### config.mk
export PLATFORM = sky130hd
export DESIGN_NAME = eth_tx_frame_scheduler
export DESIGN_NICKNAME = d
export VERILOG_FILES = /design/src/rtl/eth_tx_frame_scheduler.sv
export SDC_FILE = /design/constraint.sdc
export NUM_CORES = 1
export LEC_CHECK = 0
export BUFFER_PORTS_ARGS = -buffer_cell sky130_fd_sc_hd__buf_2
export CORE_MARGIN = 1
export CORE_UTILIZATION = 32
export CTS_CLUSTER_SIZE = 8
export DETAILED_ROUTE_END_ITERATION = 12
export PLACE_DENSITY = 0.45
export SYNTH_ARGS = -nofsm -noshare
export SYNTH_HDL_FRONTEND = slang
export SYNTH_SLANG_ARGS = --single-unit
### constraint.sdc
create_clock -name ACLK -period 11.4 [get_ports ACLK]
set_clock_uncertainty 0.1 [all_clocks]
set_input_delay 1.14 -clock ACLK [delete_from_list [all_inputs] [get_ports ACLK]]
set_output_delay 1.14 -clock ACLK [all_outputs]
set_load 0.005 [all_outputs]
### src/rtl/eth_tx_frame_scheduler.sv
// Per-port run controller for the two AXI4-Stream egress channels.
// Each port runs an independent IDLE/START/ACTIVE/GAP state machine. It issues one
// gen_start pulse per frame and counts frames completed on the monitored stream.
module eth_tx_frame_scheduler #(
    parameter int unsigned MIN_LEN        = 60,
    parameter int unsigned MAX_LEN        = 1514,
    parameter int unsigned TIMEOUT_CYCLES = 65535
) (
    input  logic        ACLK,
    input  logic        ARESETN,
    input  logic [1:0]  cfg_enable,
    input  logic [15:0] cfg_frame_len,
    input  logic [15:0] cfg_ifg,
    input  logic [31:0] cfg_frame_count,
    input  logic [1:0]  axis_tvalid,
    input  logic [1:0]  axis_tready,
    input  logic [1:0]  axis_tlast,
    output logic [1:0]  gen_start,
    output logic [31:0] gen_len,
    output logic [1:0]  busy,
    output logic [1:0]  done,
    output logic [1:0]  timeout_err,
    output logic [63:0] frames_sent
);

    typedef enum logic [1:0] {
        stIdle,
        stStart,
        stActive,
        stGap
    } portState_t;

    localparam logic [15:0] MinLen     = 16'(MIN_LEN);
    localparam logic [15:0] MaxLen     = 16'(MAX_LEN);
    localparam logic [31:0] TimeoutLim = 32'(TIMEOUT_CYCLES);
    localparam bit          TimeoutOn  = (TIMEOUT_CYCLES != 0);

    // Unsigned 16-bit clamp of the requested length into [MinLen, MaxLen].
    function automatic logic [15:0] clampLen(input logic [15:0] len);
        if (len < MinLen) begin
            return MinLen;
        end
        if (len > MaxLen) begin
            return MaxLen;
        end
        return len;
    endfunction

    logic [15:0] clampedLen;
    logic [1:0]  enQ;
    logic [1:0]  enPrevQ;
    logic [1:0]  enRise;

    assign clampedLen = clampLen(cfg_frame_len);

    // Two-stage enable sampling for rising-edge detection. Reset loads ones so an enable
    // that is already high when reset is released is not taken as a fresh edge.
    always_ff @(posedge ACLK or negedge ARESETN) begin
        if (!ARESETN) begin
            enQ     <= 2'b11;
            enPrevQ <= 2'b11;
        end else begin
            enQ     <= cfg_enable;
            enPrevQ <= enQ;
        end
    end

    assign enRise = enQ & ~enPrevQ;

    for (genvar p = 0; p < 2; p++) begin : gPort
        portState_t  stateQ;
        logic        genStartQ;
        logic        busyQ;
        logic        doneQ;
        logic        toErrQ;
        logic [15:0] lenQ;
        logic [15:0] gapCntQ;
        logic [31:0] sentQ;
        logic [31:0] toCntQ;
        logic [31:0] sentInc;
        logic        complete;
        logic        countReached;
        logic        toHit;

        assign complete     = axis_tvalid[p] & axis_tready[p] & axis_tlast[p];
        assign sentInc      = (sentQ == 32'hFFFF_FFFF) ? sentQ : sentQ + 32'd1;
        assign countReached = (cfg_frame_count != 32'd0) && (sentInc == cfg_frame_count);
        // The current ACTIVE cycle is number toCntQ+1; expire on the last allowed one.
        assign toHit        = TimeoutOn && ((toCntQ + 32'd1) == TimeoutLim);

        // Port FSM; all outputs are registered alongside the state.
        always_ff @(posedge ACLK or negedge ARESETN) begin
            if (!ARESETN) begin
                stateQ    <= stIdle;
                genStartQ <= 1'b0;
                busyQ     <= 1'b0;
                doneQ     <= 1'b0;
                toErrQ    <= 1'b0;
                lenQ      <= 16'd0;
                gapCntQ   <= 16'd0;
                sentQ     <= 32'd0;
                toCntQ    <= 32'd0;
            end else begin
                genStartQ <= 1'b0;
                unique case (stateQ)
                    stIdle: begin
                        if (enRise[p]) begin
                            stateQ    <= stStart;
                            genStartQ <= 1'b1;
                            lenQ      <= clampedLen;
                            busyQ     <= 1'b1;
                            doneQ     <= 1'b0;
                            toErrQ    <= 1'b0;
                            sentQ     <= 32'd0;
                        end
                    end

                    stStart: begin
                        // Committed to this frame regardless of enable.
                        stateQ <= stActive;
                        toCntQ <= 32'd0;
                    end

                    stActive: begin
                        if (complete) begin
                            // A completion in the timeout cycle still counts as success.
                            sentQ <= sentInc;
                            if (countReached) begin
                                stateQ <= stIdle;
                                doneQ  <= 1'b1;
                                busyQ  <= 1'b0;
                            end else if (!cfg_enable[p]) begin
                                stateQ <= stIdle;
                                busyQ  <= 1'b0;
                            end else if (cfg_ifg == 16'd0) begin
                                stateQ    <= stStart;
                                genStartQ <= 1'b1;
                                lenQ      <= clampedLen;
                            end else begin
                                stateQ  <= stGap;
                                gapCntQ <= cfg_ifg;
                            end
                        end else if (toHit) begin
                            stateQ <= stIdle;
                            toErrQ <= 1'b1;
                            busyQ  <= 1'b0;
                        end else begin
                            toCntQ <= toCntQ + 32'd1;
                        end
                    end

                    stGap: begin
                        if (!cfg_enable[p]) begin
                            stateQ <= stIdle;
                            busyQ  <= 1'b0;
                        end else if (gapCntQ <= 16'd1) begin
                            stateQ    <= stStart;
                            genStartQ <= 1'b1;
                            lenQ      <= clampedLen;
                        end else begin
                            gapCntQ <= gapCntQ - 16'd1;
                        end
                    end

                    default: begin
                        stateQ <= stIdle;
                        busyQ  <= 1'b0;
                    end
                endcase
            end
        end

        assign gen_start[p]           = genStartQ;
        assign busy[p]                = busyQ;
        assign done[p]                = doneQ;
        assign timeout_err[p]         = toErrQ;
        assign gen_len[16*p +: 16]    = lenQ;
        assign frames_sent[32*p +: 32] = sentQ;
    end

endmodule

==> flow_metrics.py, run 1 <==
metrics = {
    "synth": {
        "syn_nets": 1930,
        "synth_edf_count": 0,
        "ys_seq_area_share_pct": 34.9,
        "netlist_area_um2": 14900,
        "synthSimpleGateAreaFrac_pct": 28.9,
        "synthAdderAreaFrac_pct": 0.838,
        "yosysWarnings": 0,
        "yosys-top-cells-count": "dfrtp_1, o21ai_0, nand2_1, nor2_1",
        "synth_top_area_share_pct": 34.2,
        "muxShareOfSynthArea_pct": 3.18,
        "ys.flop_type": "dfrtp_1",
        "ys_top_cells_by_area": "dfrtp_1, o21ai_0, nand2_1",
        "synth_seq_cells": 208,
        "yosysTopAreaCell": "dfrtp_1",
        "synthXorXnorAreaFrac_pct": 6.02,
        "syn_inst": 1846,
        "synth_top_family_by_area": "simple AND/OR/NAND/NOR gates",
        "async_reset_ff_share_pct": 100,
        "synth.distinct_cells": 98,
        "synth_most_common_cell": "dfrtp_1",
        "synth_compound_area_share_pct": 21.1,
        "syn_avg_cell_area_um2": 8.09,
    },
    "floorplan": {
        "fp.dieH_um": 218,
        "dieArea_um2": 47600,
        "io_pins": 178,
        "die_w_um": 218,
        "initial_core_util_pct": 32.7,
        "num_rows": 78,
        "core-area_um2": 45700,
    },
    "min_path": {
        "hold_path_depth": 0,
        "hp-class": "register to register",
    },
    "timing": {
        "tns_ns": 0,
        "fmax_ghz": 0.185,
        "fin_ws_ns": 5.99,
        "setup_violations": 0,
        "finalCritPeriodShare_pct": 47.4,
        "finalCriticalPeriod_ns": 5.41,
        "slew_headroom_pct": 19.8,
        "rsz0062_at_grt": "false",
        "hold_viol": 0,
        "slew_viol_final": 0,
        "worst_pin_slew_ns": 1.20,
    },
    "global_route": {
        "grt_pass1_vias": 14166,
        "grt-ovfl-total": 0,
        "grt_usage_pct": 22.4,
        "grt_pass1_wl_mm": 83.9,
        "grt_max_degree": 86,
        "antenna_found_initial": 1,
    },
    "clocking": {
        "htreeDepth": 1,
        "cts_buffers": 30,
        "cts_tree": "built",
        "root_buffer": "clkbuf_16",
        "clk_latency_ns": 0.57,
        "post_cts_resized": 0,
        "cts_buffer_depth": 3,
        "clk_pin_slew_ns": 0.06,
        "cts_sinks": 208,
        "ctsHoldBuffers": 0,
        "post_cts_buffers": 0,
    },
    "setup_path": {
        "crit_required_ns": 11.76,
        "crit_slowest_cell": "a21oi_2",
        "crit_path_end_kind": "register",
        "cp_cell_sequence": "ha_1 > nand3_1 > nor2_1 > nand3_1 > o211ai_1 > nand4_1 > or4_1 > or4_4 > a21oi_2 > nor2_1 > o22a_1",
        "rr_worst_depth": 11,
        "worstPathMaxFanout": 33,
        "slowest_delay_ns": 0.96,
        "arrival_ns": 5.76,
        "r2r_slack_ns": 5.99,
        "critical_path_class": "register to register",
        "startpoint_type": "register",
    },
    "placed_design": {
        "hpwl_mm": 39.3,
        "finalWeightedCongestion": 0.918,
        "place_area_um2": 16200,
        "io_buffers": 177,
        "pre_cts_ws_ns": 6.06,
    },
    "layout": {
        "area_growth_pct": 14.1,
        "drive_above_1_share_pct": 14.7,
        "fin_area_um2": 17000,
        "nFillCells": 4850,
        "multi_input_area_um2": 8970,
        "antenna-diode-count": 0,
        "seq_area_um2": 5210,
        "final_net_count": 2032,
    },
    "power_and_ir_drop": {
        "powerDensity_nw_per_um2": 149,
        "switching_share_pct": 37.0,
        "internal_power_uw": 1600,
        "power_switching_uw": 940,
        "p_leak_uw": 0.00673,
        "clockPowerShare_pct": 33.8,
        "combPwrFrac_pct": 27.3,
        "max-vdd-ir-drop_mv": 0.0967,
        "sequentialPowerShare_pct": 38.9,
    },
    "routing": {
        "drtAntennaViolNets": 0,
        "wl_met1_mm": 25.3,
        "routed-wl-met3_mm": 2.71,
        "topRoutingLayerUsed": "met5",
        "wl_met2_mm": 24.5,
        "first_iter_violations": 969,
        "totalWireLength_mm": 53.9,
        "vias": 14810,
        "drc": 0,
        "post_drt_via_cell_ratio": 5.76,
        "drt_first_pass_iters": 5,
        "wl_per_cell_um": 21.0,
    },
    "job": {
        "drv_cap": 0,
    },
    "status": {
        "status": "completed",
    },
}
stage by stage:
stage	hold WS, ns	instances	total power, uW	util, %
after detailed placement	0.263	2516	1700	35.4
after floorplan	0.256	1846	1450	-
after global placement	0.259	2516	1690	35.4
after global routing	0.279	2571	2710	37.3
final	0.272	2571	2540	37.3
after CTS	0.272	2571	2580	37.3
critical path, delay by kind of cell, from the launching register on:
| family | cells | cell delay (ns) |
|---|---|---|
| AOI/OAI and AO/OA | 3 | 1.53 |
| adders and majority gates | 1 | 0.32 |
| and+or+nand+nor | 7 | 2.86 |
| DFF | 1 | 0.47 |
metal layers:
metal / track usage [%] / vias to the layer above
met3: 2.89 / 85
met5: 0 / -
li1: - / 7087
met4: 6.50 / 2
met1: 31.3 / 7259
met2: 35.8 / 377
registers in the layout, summed over array words and instances (netlist names):
register / count
gPort.busyQ: 2
enQ: 2
gPort.gapCntQ: 32
gPort.doneQ: 2
enPrevQ: 2
gPort.lenQ: 32
gPort.stateQ: 4
gPort.toCntQ: 64
gPort.sentQ: 64
gPort.toErrQ: 2
gPort.genStartQ: 2
path summary, 6_finish.rpt:
kind	startpoint	endpoint
worst max register to register	gPort[1].sentQ[0]	gPort[1].gapCntQ[14]
worst min register to register	enQ[0]	enPrevQ[0]
min in group asynchronous	ARESETN	gPort[1].toCntQ[5]
worst max-delay path	gPort[1].sentQ[0]	gPort[1].gapCntQ[14]
max in group asynchronous	ARESETN	gPort[0].toErrQ
worst min-delay path	enQ[0]	enPrevQ[0]
power groups by stage:
| stage | Sequential, uW | Combinational (uW) | Clock (uW) |
|---|---|---|---|
| after CTS | 987 | 701 | 891 |
| after global placement | 994 | 697 | 0 |
| after floorplan | 938 | 507 | 0 |
| after global routing | 1010 | 778 | 920 |
| after detailed placement | 998 | 699 | 0 |
| final | 989 | 695 | 858 |
cell usage in the layout (no fill, tap or decap), drive strengths merged, types with 28 or more instances in the layout:
cell	count
mux2	28
a21oi	92
xnor2	68
clkbuf	55
dfrtp	204
o31ai	36
nand2	171
nand3	90
nor3	80
buf	196
nand4	71
xor2	32
o21ai	182
or3	41
nor2	157
nor4	56
and3	31
inv	49
layout make-up:
type	instances	area share, %
multi-input cells	1462	52.6
well taps	600	4.41
clock buffers	55	5.20
flip-flops and latches	208	30.6
repair buffers	196	6.09
inverters	50	1.10
logic make-up (layout without fill, tap and decap cells):
family,after synthesis,in the layout
AND/OR/NAND/NOR,819,819
AO/OA/AOI/OAI,488,488
flip-flops,208,208
buffers and inverters,176,301
XOR/XNOR,101,101
multiplexers,44,44
adder cells (fa/ha/maj),10,10
Power figures use the tool's default switching activity.
==> inputs of run 2 (changes only) <==
--- a/config.mk
+++ b/config.mk
@@ -10,7 +10,7 @@
 export CORE_UTILIZATION = 32
 export CTS_CLUSTER_SIZE = 8
 export DETAILED_ROUTE_END_ITERATION = 12
-export PLACE_DENSITY = 0.45
+export PLACE_DENSITY = 0.47
 export SYNTH_ARGS = -nofsm -noshare
 export SYNTH_HDL_FRONTEND = slang
 export SYNTH_SLANG_ARGS = --single-unit
==> constraint.sdc (replaced) <==
create_clock -name ACLK -period 4.85 [get_ports ACLK]
set_clock_uncertainty 0.1 [all_clocks]
set_input_delay 0.485 -clock ACLK [delete_from_list [all_inputs] [get_ports ACLK]]
set_output_delay 0.485 -clock ACLK [all_outputs]
set_load 0.005 [all_outputs]
==> run 2 against run 1 <==
  * Hold slack got worse by 0.088 ns
  * Global-route usage rose by 0.56 points
  * Core utilization rose by 0.75 points
  * Die area did not move
  * Register-to-register slack got worse by 5.7 ns
  * Clock-buffer cell count fell by 1
  * Routed wire length rose by 1.9%
  * Power rose by 140%
  * Design area rose by 2.0%
  * Setup slack got worse by 5.7 ns
  * Critical path type unchanged
  * Highest routed layer unchanged
==> flow_metrics.py, run 2 (synthesis gave the netlist of run 1 again) <==
metrics = {
    "power_and_ir_drop": {
        "clockPowerShare_pct": 33.5,
        "switching_share_pct": 37.2,
        "internal_power_uw": 3760,
        "p_leak_uw": 0.00695,
        "power_switching_uw": 2230,
        "max-vdd-ir-drop_mv": 0.207,
        "sequentialPowerShare_pct": 38.9,
        "powerDensity_nw_per_um2": 344,
        "combPwrFrac_pct": 27.6,
    },
    "timing": {
        "slew_headroom_pct": 24.5,
        "fmax_ghz": 0.218,
        "tns_ns": 0,
        "rsz0062_at_grt": "false",
        "finalCriticalPeriod_ns": 4.59,
        "hold_viol": 0,
        "finalCritPeriodShare_pct": 94.7,
        "worst_pin_slew_ns": 1.13,
        "setup_violations": 0,
        "slew_viol_final": 0,
    },
    "routing": {
        "totalWireLength_mm": 54.9,
        "drc": 0,
        "drtAntennaViolNets": 0,
        "vias": 15028,
        "post_drt_via_cell_ratio": 5.74,
        "first_iter_violations": 1120,
        "wl_per_cell_um": 21.0,
        "drt_first_pass_iters": 5,
    },
    "layout": {
        "layout.cells.non_filler": 2616,
        "final_net_count": 2077,
        "largestRegisters": "gPort.sentQ x64, gPort.toCntQ x64",
        "drive_above_1_share_pct": 16.5,
        "antenna-diode-count": 0,
        "layout_common_cells": "dfrtp_1, o21ai_0, buf_2, nand2_1, nor2_1",
        "nFillCells": 4799,
        "final_common_cell": "dfrtp_1",
        "area_growth_pct": 16.4,
    },
    "setup_path": {
        "critical_path_class": "register to register",
        "cp_cell_sequence": "ha_1 > nand3_1 > or2_0 > buf_4 > a2111oi_1 > xnor2_1 > a2111oi_0 > and4_1 > nand4_2 > a41oi_4 > mux2_2",
        "slowest_delay_ns": 0.63,
        "worst-path-buf-inv": 1,
        "cp_top_family": "compound AO/OA/AOI/OAI gates",
        "arrival_ns": 4.94,
        "crit_required_ns": 5.20,
        "startpoint_type": "register",
        "worstPathMaxFanout": 12,
        "crit_slowest_cell": "a2111oi_1",
        "crit_path_end_kind": "register",
    },
    "placed_design": {
        "io_buffers": 177,
        "hpwl_mm": 40.4,
        "finalWeightedCongestion": 0.945,
        "dp.cells": 2558,
    },
    "clocking": {
        "htreeDepth": 1,
        "cts_buffer_depth": 3,
        "root_buffer": "clkbuf_16",
        "clk_pin_slew_ns": 0.05,
        "cts_tree": "built",
        "cts_buffers": 30,
        "cts_sinks": 208,
        "post_cts_buffers": 0,
        "clk_latency_ns": 0.57,
    },
    "global_route": {
        "grt_max_degree": 114,
        "grt_pass1_wl_mm": 85.6,
        "grt-ovfl-total": 0,
        "grt_pass1_vias": 14313,
        "grt_usage_pct": 22.9,
        "antenna_found_initial": 2,
    },
    "floorplan": {
        "io_pins": 178,
        "die_w_um": 218,
        "dieArea_um2": 47600,
        "core-area_um2": 45700,
        "num_rows": 78,
        "initial_core_util_pct": 32.7,
        "fp.dieH_um": 218,
    },
    "job": {
        "drv_cap": 0,
    },
    "min_path": {
        "hp-class": "primary input to register",
    },
    "status": {
        "status": "completed",
    },
}
[run 2: cell types whose count changed in the layout (fill, tap and decap cells not counted), sizes merged]
cell,previous run,this run
clkbuf,55,54
clkinv,1,2
dlygate4sd3,0,3
buf,196,238
[run 2: area by class of cell]
class	instances	area, um2	share of cell area [%]
clock buffer	54	862	4.96
clock inverter	1	5.00	0.0288
inverter	50	188	1.08
multi-input combinational	1462	8970	51.6
sequential	208	5210	30.0
tap	600	751	4.32
timing repair buffer	241	1400	8.03
[run 2: routing by layer]
metal	wire [um]	up-vias	track usage [%]
met2	25300	446	36.6
met4	1760	4	7.79
met1	24800	7287	31.4
met5	30	-	0
met3	3090	99	3.44
li1	-	7192	-
[run 2: worst paths after layout]
check | to | depth (start not counted) | start | slack, ns
min in group asynchronous | gPort[1].toCntQ[6] | 2 | ARESETN | 0.45
hold reg to reg | enPrevQ[1] | 0 | enQ[1] | 0.27
max in group asynchronous | gPort[0].sentQ[25] | 3 | ARESETN | 3.16
setup reg to reg | gPort[0].lenQ[8] | 11 | gPort[0].sentQ[1] | 0.26
setup / recovery | gPort[0].lenQ[8] | 11 | gPort[0].sentQ[1] | 0.26
hold / removal | gPort[1].gapCntQ[4] | 3 | cfg_ifg[4] | 0.18
[run 2: power by group through the flow]
stage | Clock, uW | Combinational [uW] | Sequential (uW)
after floorplan | 0 | 1190 | 2210
after global placement | 0 | 1640 | 2340
after detailed placement | 0 | 1650 | 2350
after CTS | 2060 | 1660 | 2320
after global routing | 2130 | 1860 | 2380
final | 2000 | 1650 | 2330
[run 2: metrics by stage]
step / utilization, % / cell area [um2] / worst slack, ns / power (uW) / hold slack, ns
2_1_floorplan: - / 14900 / 0.943 / 3400 / 0.0894
6_report: 38.1 / 17400 / 0.257 / 5980 / 0.184
5_1_grt: 38.1 / 17400 / 0.0160 / 6370 / 0.180
4_1_cts: 38.1 / 17400 / 0.300 / 6050 / 0.159
3_5_place_dp: 36.1 / 16500 / 0.329 / 4000 / 0.262
3_3_place_gp: 36.1 / 16500 / 0.342 / 3970 / 0.259
[run 2: what timing repair did]
item,4_1_cts,5_1_grt
hold buffers,3,0
setup endpoints to repair,0,8
endpoints found under the hold margin,112,0
gates resized for setup,0,1
[run 2: worst reg2reg max path: stages, from the launching register on]
cell and delay [ns]:
dfrtp_1 0.49, ha_1 0.29, nand3_1 0.13, or2_0 0.42
buf_4 0.27, a2111oi_1 0.63, xnor2_1 0.23, a2111oi_0 0.43
and4_1 0.28, nand4_2 0.23, a41oi_4 0.58, mux2_2 0.40
